[config.mk]
export PLATFORM = sky130hd
export DESIGN_NAME = ads8588h_par_reader
export DESIGN_NICKNAME = d
export VERILOG_FILES = /design/src/rtl/ads8588h_par_reader.sv
export SDC_FILE = /design/constraint.sdc
export NUM_CORES = 1
export LEC_CHECK = 0
export ABC_CLOCK_PERIOD_IN_PS = 2700
export CAP_MARGIN = 20
export CORE_MARGIN = 4
export CORE_UTILIZATION = 50
export CTS_CLUSTER_SIZE = 16
export DETAILED_ROUTE_END_ITERATION = 16
export GPL_TIMING_DRIVEN = 0
export HOLD_SLACK_MARGIN = 0.02
export PLACE_DENSITY = 0.85
export SYNTH_ARGS = -nofsm -noshare
export SYNTH_HDL_FRONTEND = slang
export SYNTH_SLANG_ARGS = --single-unit
[constraint.sdc]
create_clock -name clk -period 2.7 [get_ports clk]
set_input_delay 0.54 -clock clk [delete_from_list [all_inputs] [get_ports clk]]
set_output_delay 0.54 -clock clk [all_outputs]
set_load 0.02 [all_outputs]
[src/rtl/ads8588h_par_reader.sv]
// ADS8588H parallel-mode controller: ADC reset pulse, periodic CONVST, busy handshake,
// CS/RD word reads and per-channel sample delivery with sticky error flags.
module ads8588h_par_reader #(
  parameter int CONV_PERIOD  = 100,
  parameter int NUM_CH       = 8,
  parameter int RST_CYCLES   = 8,
  parameter int CONVST_W     = 2,
  parameter int RD_LOW       = 2,
  parameter int RD_HIGH      = 2,
  parameter int BUSY_TIMEOUT = 32
) (
  input  logic        clk,
  input  logic        reset,
  input  logic        enable,
  output logic        adc_reset,
  output logic        convst,
  input  logic        busy,
  output logic        cs,
  output logic        rd,
  input  logic [15:0] db,
  output logic        sample_valid,
  output logic [2:0]  sample_ch,
  output logic [15:0] sample_data,
  output logic        frame_done,
  output logic        timeout_err,
  output logic        overrun_err,
  input  logic        err_clr,
  output logic [2:0]  dbg_state
);

  typedef enum logic [2:0] {
    ADC_RST, IDLE, CONVST, WAIT_HI, WAIT_LO, RD_L, RD_H, DONE
  } state_t;

  function automatic int max_of(input int a, input int b);
    return (a > b) ? a : b;
  endfunction

  localparam int TMAX = max_of(max_of(RST_CYCLES, BUSY_TIMEOUT),
                               max_of(CONVST_W, max_of(RD_LOW, RD_HIGH)));
  localparam int TW = $clog2(TMAX + 1);
  localparam int PW = (CONV_PERIOD > 1) ? $clog2(CONV_PERIOD) : 1;

  localparam logic [TW-1:0] T_RST    = TW'(RST_CYCLES);
  localparam logic [TW-1:0] T_CONVST = TW'(CONVST_W - 1);
  localparam logic [TW-1:0] T_RDL    = TW'(RD_LOW - 1);
  localparam logic [TW-1:0] T_RDH    = TW'(RD_HIGH - 1);
  localparam logic [TW-1:0] T_BUSY   = TW'(BUSY_TIMEOUT - 1);
  localparam logic [PW-1:0] P_LAST   = PW'(CONV_PERIOD - 1);
  localparam logic [2:0]    LAST_CH  = 3'(NUM_CH - 1);

  state_t        state, state_nx;
  logic [TW-1:0] tcnt, tcnt_nx;
  logic [2:0]    ch, ch_nx;
  logic [PW-1:0] pcnt;
  logic          busy_s1, busy_s2;
  logic          trigger, capture, set_timeout, set_overrun;

  assign trigger     = (pcnt == '0) && enable;
  assign set_overrun = trigger && (state != IDLE) && (state != ADC_RST);
  assign dbg_state   = state;

  always_comb begin
    state_nx    = state;
    tcnt_nx     = tcnt + TW'(1);
    ch_nx       = ch;
    capture     = 1'b0;
    set_timeout = 1'b0;
    case (state)
      // The first cycle after reset release is spent here with adc_reset still low,
      // so the exit count is RST_CYCLES rather than RST_CYCLES-1.
      ADC_RST: if (tcnt == T_RST) state_nx = IDLE;
      IDLE:    if (trigger) state_nx = CONVST;
      CONVST:  if (tcnt == T_CONVST) state_nx = WAIT_HI;
      WAIT_HI: begin
        if (busy_s2) state_nx = WAIT_LO;
        else if (tcnt == T_BUSY) begin
          set_timeout = 1'b1;
          state_nx    = IDLE;
        end
      end
      WAIT_LO: begin
        if (!busy_s2) begin
          ch_nx    = 3'd0;
          state_nx = RD_L;
        end else if (tcnt == T_BUSY) begin
          set_timeout = 1'b1;
          state_nx    = IDLE;
        end
      end
      RD_L: if (tcnt == T_RDL) begin
        capture  = 1'b1;
        state_nx = RD_H;
      end
      RD_H: if (tcnt == T_RDH) begin
        if (ch == LAST_CH) state_nx = DONE;
        else begin
          ch_nx    = ch + 3'd1;
          state_nx = RD_L;
        end
      end
      DONE:    state_nx = IDLE;
      default: state_nx = ADC_RST;
    endcase
    if (state_nx != state) tcnt_nx = '0;
  end

  always_ff @(posedge clk or negedge reset) begin
    if (!reset) begin
      state   <= ADC_RST;
      tcnt    <= '0;
      ch      <= '0;
      pcnt    <= '0;
      busy_s1 <= 1'b0;
      busy_s2 <= 1'b0;
    end else begin
      state   <= state_nx;
      tcnt    <= tcnt_nx;
      ch      <= ch_nx;
      busy_s1 <= busy;
      busy_s2 <= busy_s1;
      if (!enable || pcnt == P_LAST) pcnt <= '0;
      else pcnt <= pcnt + PW'(1);
    end
  end

  // Strobes are registered from the next state so they line up with the state register
  // and return to their idle levels the instant reset asserts.
  always_ff @(posedge clk or negedge reset) begin
    if (!reset) begin
      adc_reset    <= 1'b0;
      convst       <= 1'b0;
      cs           <= 1'b1;
      rd           <= 1'b1;
      frame_done   <= 1'b0;
      sample_valid <= 1'b0;
      sample_ch    <= '0;
      sample_data  <= '0;
      timeout_err  <= 1'b0;
      overrun_err  <= 1'b0;
    end else begin
      adc_reset    <= (state_nx == ADC_RST);
      convst       <= (state_nx == CONVST);
      cs           <= !((state_nx == RD_L) || (state_nx == RD_H));
      rd           <= (state_nx != RD_L);
      frame_done   <= (state_nx == DONE);
      sample_valid <= capture;
      if (capture) begin
        sample_ch   <= ch;
        sample_data <= db;
      end
      if (set_timeout) timeout_err <= 1'b1;
      else if (err_clr) timeout_err <= 1'b0;
      if (set_overrun) overrun_err <= 1'b1;
      else if (err_clr) overrun_err <= 1'b0;
    end
  end

endmodule

; ---- Yosys cells after proc, flatten, opt, wreduce, memory -nomap -nowiden
; Cells that the tools add are included.
[word_totals]
ff_bits = 48
in_bits = 21
output_inout_bits = 30
wordCells = 81
[classes]
add_sub_neg = 3
eq_ne = 22
mux = 25
n_reduce_logical = 15
[op_table]
columns = operator, count
row1 = 2-to-1 mux 3 bit, 11
row2 = "== test 3 bit, second input constant", 8
row3 = case mux 3 bit (8 select lines), 1
row4 = "== test 3 x 2 -> 1 bit, second input constant", 3
row5 = 2-to-1 mux 1 bit, 8
row6 = "adder 7 x 1 -> 7 bit, second input constant", 1
row7 = "== test 7 bit, second input constant", 1
row8 = logical NOT 7 bit, 1
row9 = 2-to-1 mux 7 bit, 1
row10 = "adder 6 x 1 -> 6 bit, second input constant", 1
row11 = "== test 6 x 1 -> 1 bit, second input constant", 1
row12 = "== test 6 x 4 -> 1 bit, second input constant", 1
row13 = "== test 6 x 5 -> 1 bit, second input constant", 1
row14 = logical NOT 3 bit, 2
row15 = 2-to-1 mux 6 bit, 1
row16 = "!= test 2 bit, second input constant", 3
row17 = case mux 3 bit (2 select lines), 1
row18 = nonzero test 2 bit, 3
row19 = AND reduction 4 bit, 1
row20 = "adder 3 x 1 -> 3 bit, second input constant", 1
row21 = "== test 3 x 1 -> 1 bit, second input constant", 1
row22 = logical AND 1 bit, 3
row23 = "!= test 3 x 1 -> 1 bit, second input constant", 1
row24 = != test 3 bit, 1
row25 = 6 further kinds, 8

; ---- Depth between registers and ports, before layout
[depth]
ltp_word = 7
ltp_mapped = 8
mapped_depth_nobuf = 7

; ---- Least setup slack after synthesis
; OpenSTA, ideal clock, no wires.
[synth_timing]
path_kind = register to register
from = reg tcnt[2]
to = reg sample_data[10]
setup_time_ns = 0.125
t_arrival_ns = 2.024
required_time_ns = 2.575
slack_ns = 0.551
path_stages_with_launch = 8
synth_period_minus_slack_ns = 2.149
path_cell_list = dfrtp_1 > or3_1 > buf_6 > or3_1 > buf_6 > inv_2 > buf_4 > mux2_2
[synth_between]
elab_chain_cells = 3
[synth_rtl]
columns = item, line
row1 = from (decl), 53  ; logic [TW-1:0] tcnt, tcnt_nx;
row2 = from (signal assigned), 118  ; tcnt <= tcnt_nx;
row3 = == test 6 x 1 -> 1 bit, 91  ; RD_L: if (tcnt == T_RDL) begin
row4 = 2-to-1 mux 1 bit, 91
row5 = 2-to-1 mux 1 bit, 69  ; case (state)
row6 = net capture, 57  ; logic trigger, capture, set_timeout, set_overrun;
row7 = to (signal assigned), 138  ; sample_data <= '0;
row8 = to (signal assigned), 150  ; sample_data <= db;
row9 = to (decl), 23  ; output logic [15:0] sample_data,
; The timed path passes the listed nets, and every way through them passes these cells.
; A chain may end at the register's enable or synchronous reset.

; ---- Worst setup path after layout
[layout_timing]
from = reg tcnt[2]
to = reg sample_data[11]
; Same word-level chain as after synthesis.

==> flow_summary.toml <==
[yosys]
synth_nets = 219
synth_top_cells_by_count = "dfrtp_1 (46), mux2_2 (17), nor2_1 (14)"
synth_flop_cell = "dfrtp_1"
netlist-cell-type-count = 44
seq_area_frac_synth_pct = 53.3
ys_ff_latch = 48
syn_area_sq_um = 2260
yosys.cell_count.top_type = "dfrtp_1"
yosys_warnings = 0
yosys-top-cells-area = "dfrtp_1 (51%), mux2_2 (8.5%), ha_1 (3.9%)"
syn_inst = 191
avgSynthCellArea_sq_um = 11.8
yosys.area.top_type = "dfrtp_1"
synth_top_cell_area_share_pct = 50.9
async_reset_ff_share_pct = 100
synth_edf_count = 0

[clock_tree]
htreeDepth = 2
numCtsBuffers = 5
clkSinkCount = 48
post_cts_buffers = 0
cts-root-buf = "clkbuf_8"
postCtsHoldBufs = 0
worstSkewPairLatency_ns = 0.30
clockBufferDepth = 2
path_clk_slew_ns = 0.09
tritoncts = "yes"
cts_resized = 0

[die]
dieArea_sq_um = 5660
core_sq_um = 4350
dieHeight_um = 75.2
die-width_um = 75.2
io_pins = 51
start_util_pct = 51.9
num_rows = 24

[setup_path]
crit_path_start_kind = "flop"
crit_type = "reg2reg"
crit_family = "simple AND/OR/NAND/NOR gates"
slowest_delay_ns = 0.42
cp_max_fo = 10
cp_slowest_cell = "dfrtp_1"
crit_path_end_kind = "flop"
cp.required_ns = 2.89
cp.arrival_ns = 2.48
crit_chain = "or3_1 > buf_6 > or3_1 > buf_6 > inv_2 > buf_4 > mux2_2"
path_buf_inv = 4

[sta]
relSlewSlack_pct = 46.5
clock.fmax_mhz = 436
drv_slew = 0
setup_viol_count_final = 0
fin_ws_ns = 0.405
post-route-min-period_ns = 2.29
rsz0062_at_grt = "false"
final.setup.tns_ns = 0
hold_violations = 0
worstMarginPinSlew_ns = 0.802
period_share_pct = 85.0
fin_skew_ns = 0.00915

[global_routing]
globalRouteOverflowTotal = 0
grt_pass1_wl_mm = 7.09
grt_pass1_vias = 1459
grt_max_degree = 27
grtUsageTotal_pct = 16.5
antenna_found_initial = 0

[final_layout]
num_antenna_cells = 0
multiInputGateArea_sq_um = 962
synthToLayoutAreaGrowth_pct = 29.8
drive_gt1_share_pct = 17.2
stdcell_count = 302
layout.nets = 277
fill_cells = 328
register_area_sq_um = 1200
fin_util_pct = 67.4

[drt]
ant_nets = 0
routed-via-count = 1663
drc = 0
routed_wl_mm = 4.50
wl_per_cell_um = 14.9
first_pass_iters = 4
viasPerCell = 5.51
drtIter0Drc = 101

[min_path]
hold_path_class = "in2async"

[place]
numPortBuffers = 50
place_inst = 294
dp_slack_ns = 0.316
gp_congestion = 0.817
dp_hpwl_mm = 3.35

[pwr]
power_density_nw_per_um2 = 1010
p_leak_nw = 1.27
ir_drop_mv = 0.453

[run]
cap_violations = 0

[run_status]
status = "finished clean"
## metal layers
metal	GRT usage (%)	up-vias	wire length, um
met2	27.2	44	2340
met4	5.44	0	62
li1	-	791	-
met3	2.94	6	213
met5	0	-	0
met1	22.1	822	1890
## cell families (layout without fill, tap and decap cells)
kind of cell | Yosys count | in the layout | synth area share, %
simple gates | 69 | 69 | 17.0
flops | 48 | 48 | 53.3
compound gates | 21 | 21 | 7.75
mux | 21 | 21 | 10.5
buf+inv | 16 | 75 | 4.15
xor+xnor | 9 | 9 | 3.49
fa+ha+maj | 7 | 7 | 3.88
## registers in the layout, indices dropped and copies added (netlist names), 3 cells and up
register     flops
ch               3
sample_ch        3
tcnt             6
pcnt             7
dbg_state        3
sample_data     16
## metrics by stage
stage / total power, mW / hold WS [ns] / cell area, sq um
after floorplan: 1.96 / 0.244 / 2260
after global placement: 2.48 / 0.333 / 2830
after detailed placement: 2.53 / 0.336 / 2840
after CTS: 2.98 / 0.220 / 2930
after global routing: 3.13 / 0.238 / 2930
final: 2.95 / 0.199 / 2930
## final timing paths
check / from / to / cells past startpoint / slack, ns
max: tcnt[2]$_DFF_PN0_ / sample_data[11]$_DFFE_PN0P_ / 7 / 0.41
min: reset / sample_data[7]$_DFFE_PN0P_ / 1 / 0.20
max reg2reg: tcnt[2]$_DFF_PN0_ / sample_data[11]$_DFFE_PN0P_ / 7 / 0.41
min reg2reg: busy_s1$_DFF_PN0_ / busy_s2$_DFF_PN0_ / 0 / 0.36
max in group asynchronous: reset / ch[0]$_DFFE_PN0P_ / 2 / 1.97
min in group clk: busy_s1$_DFF_PN0_ / busy_s2$_DFF_PN0_ / 0 / 0.36
## report_power, final
| part | total, mW | switching [mW] | internal (mW) |
|---|---|---|---|
| clock | 0.441 | 0.233 | 0.208 |
| sequential | 1.08 | 0.135 | 0.941 |
| combinational | 1.44 | 0.735 | 0.703 |
## area by class of cell
type | count | area share, %
clock buffers | 7 | 2.94
plain buffers | 6 | 1.92
multi-input cells | 127 | 32.8
flip-flops and latches | 48 | 41.0
well taps | 52 | 2.22
clock inverters | 1 | 0.256
inverters | 10 | 1.28
repair buffers | 51 | 17.6
## placed cells by master (no fill, tap or decap), types with 2 or more instances in the layout
| cell | n |
|---|---|
| nor4bb_1 | 2 |
| nand3_1 | 8 |
| nand2_1 | 9 |
| or3_1 | 2 |
| nor3_1 | 10 |
| xnor2_1 | 8 |
| mux2_2 | 17 |
| buf_4 | 3 |
| buf_6 | 3 |
| nand3b_1 | 3 |
| nor2_1 | 14 |
| nor2b_1 | 4 |
| a21oi_1 | 4 |
| dfstp_2 | 2 |
| nor3b_1 | 3 |
| inv_1 | 9 |
| nand4_1 | 2 |
| dfrtp_1 | 46 |
| clkdlybuf4s50_1 | 49 |
| ha_1 | 7 |
| o21ai_0 | 5 |
| and2_1 | 3 |
| clkbuf_8 | 6 |
| mux2_1 | 4 |
| and3_1 | 2 |
No activity file was read; power rests on OpenSTA's default activity.
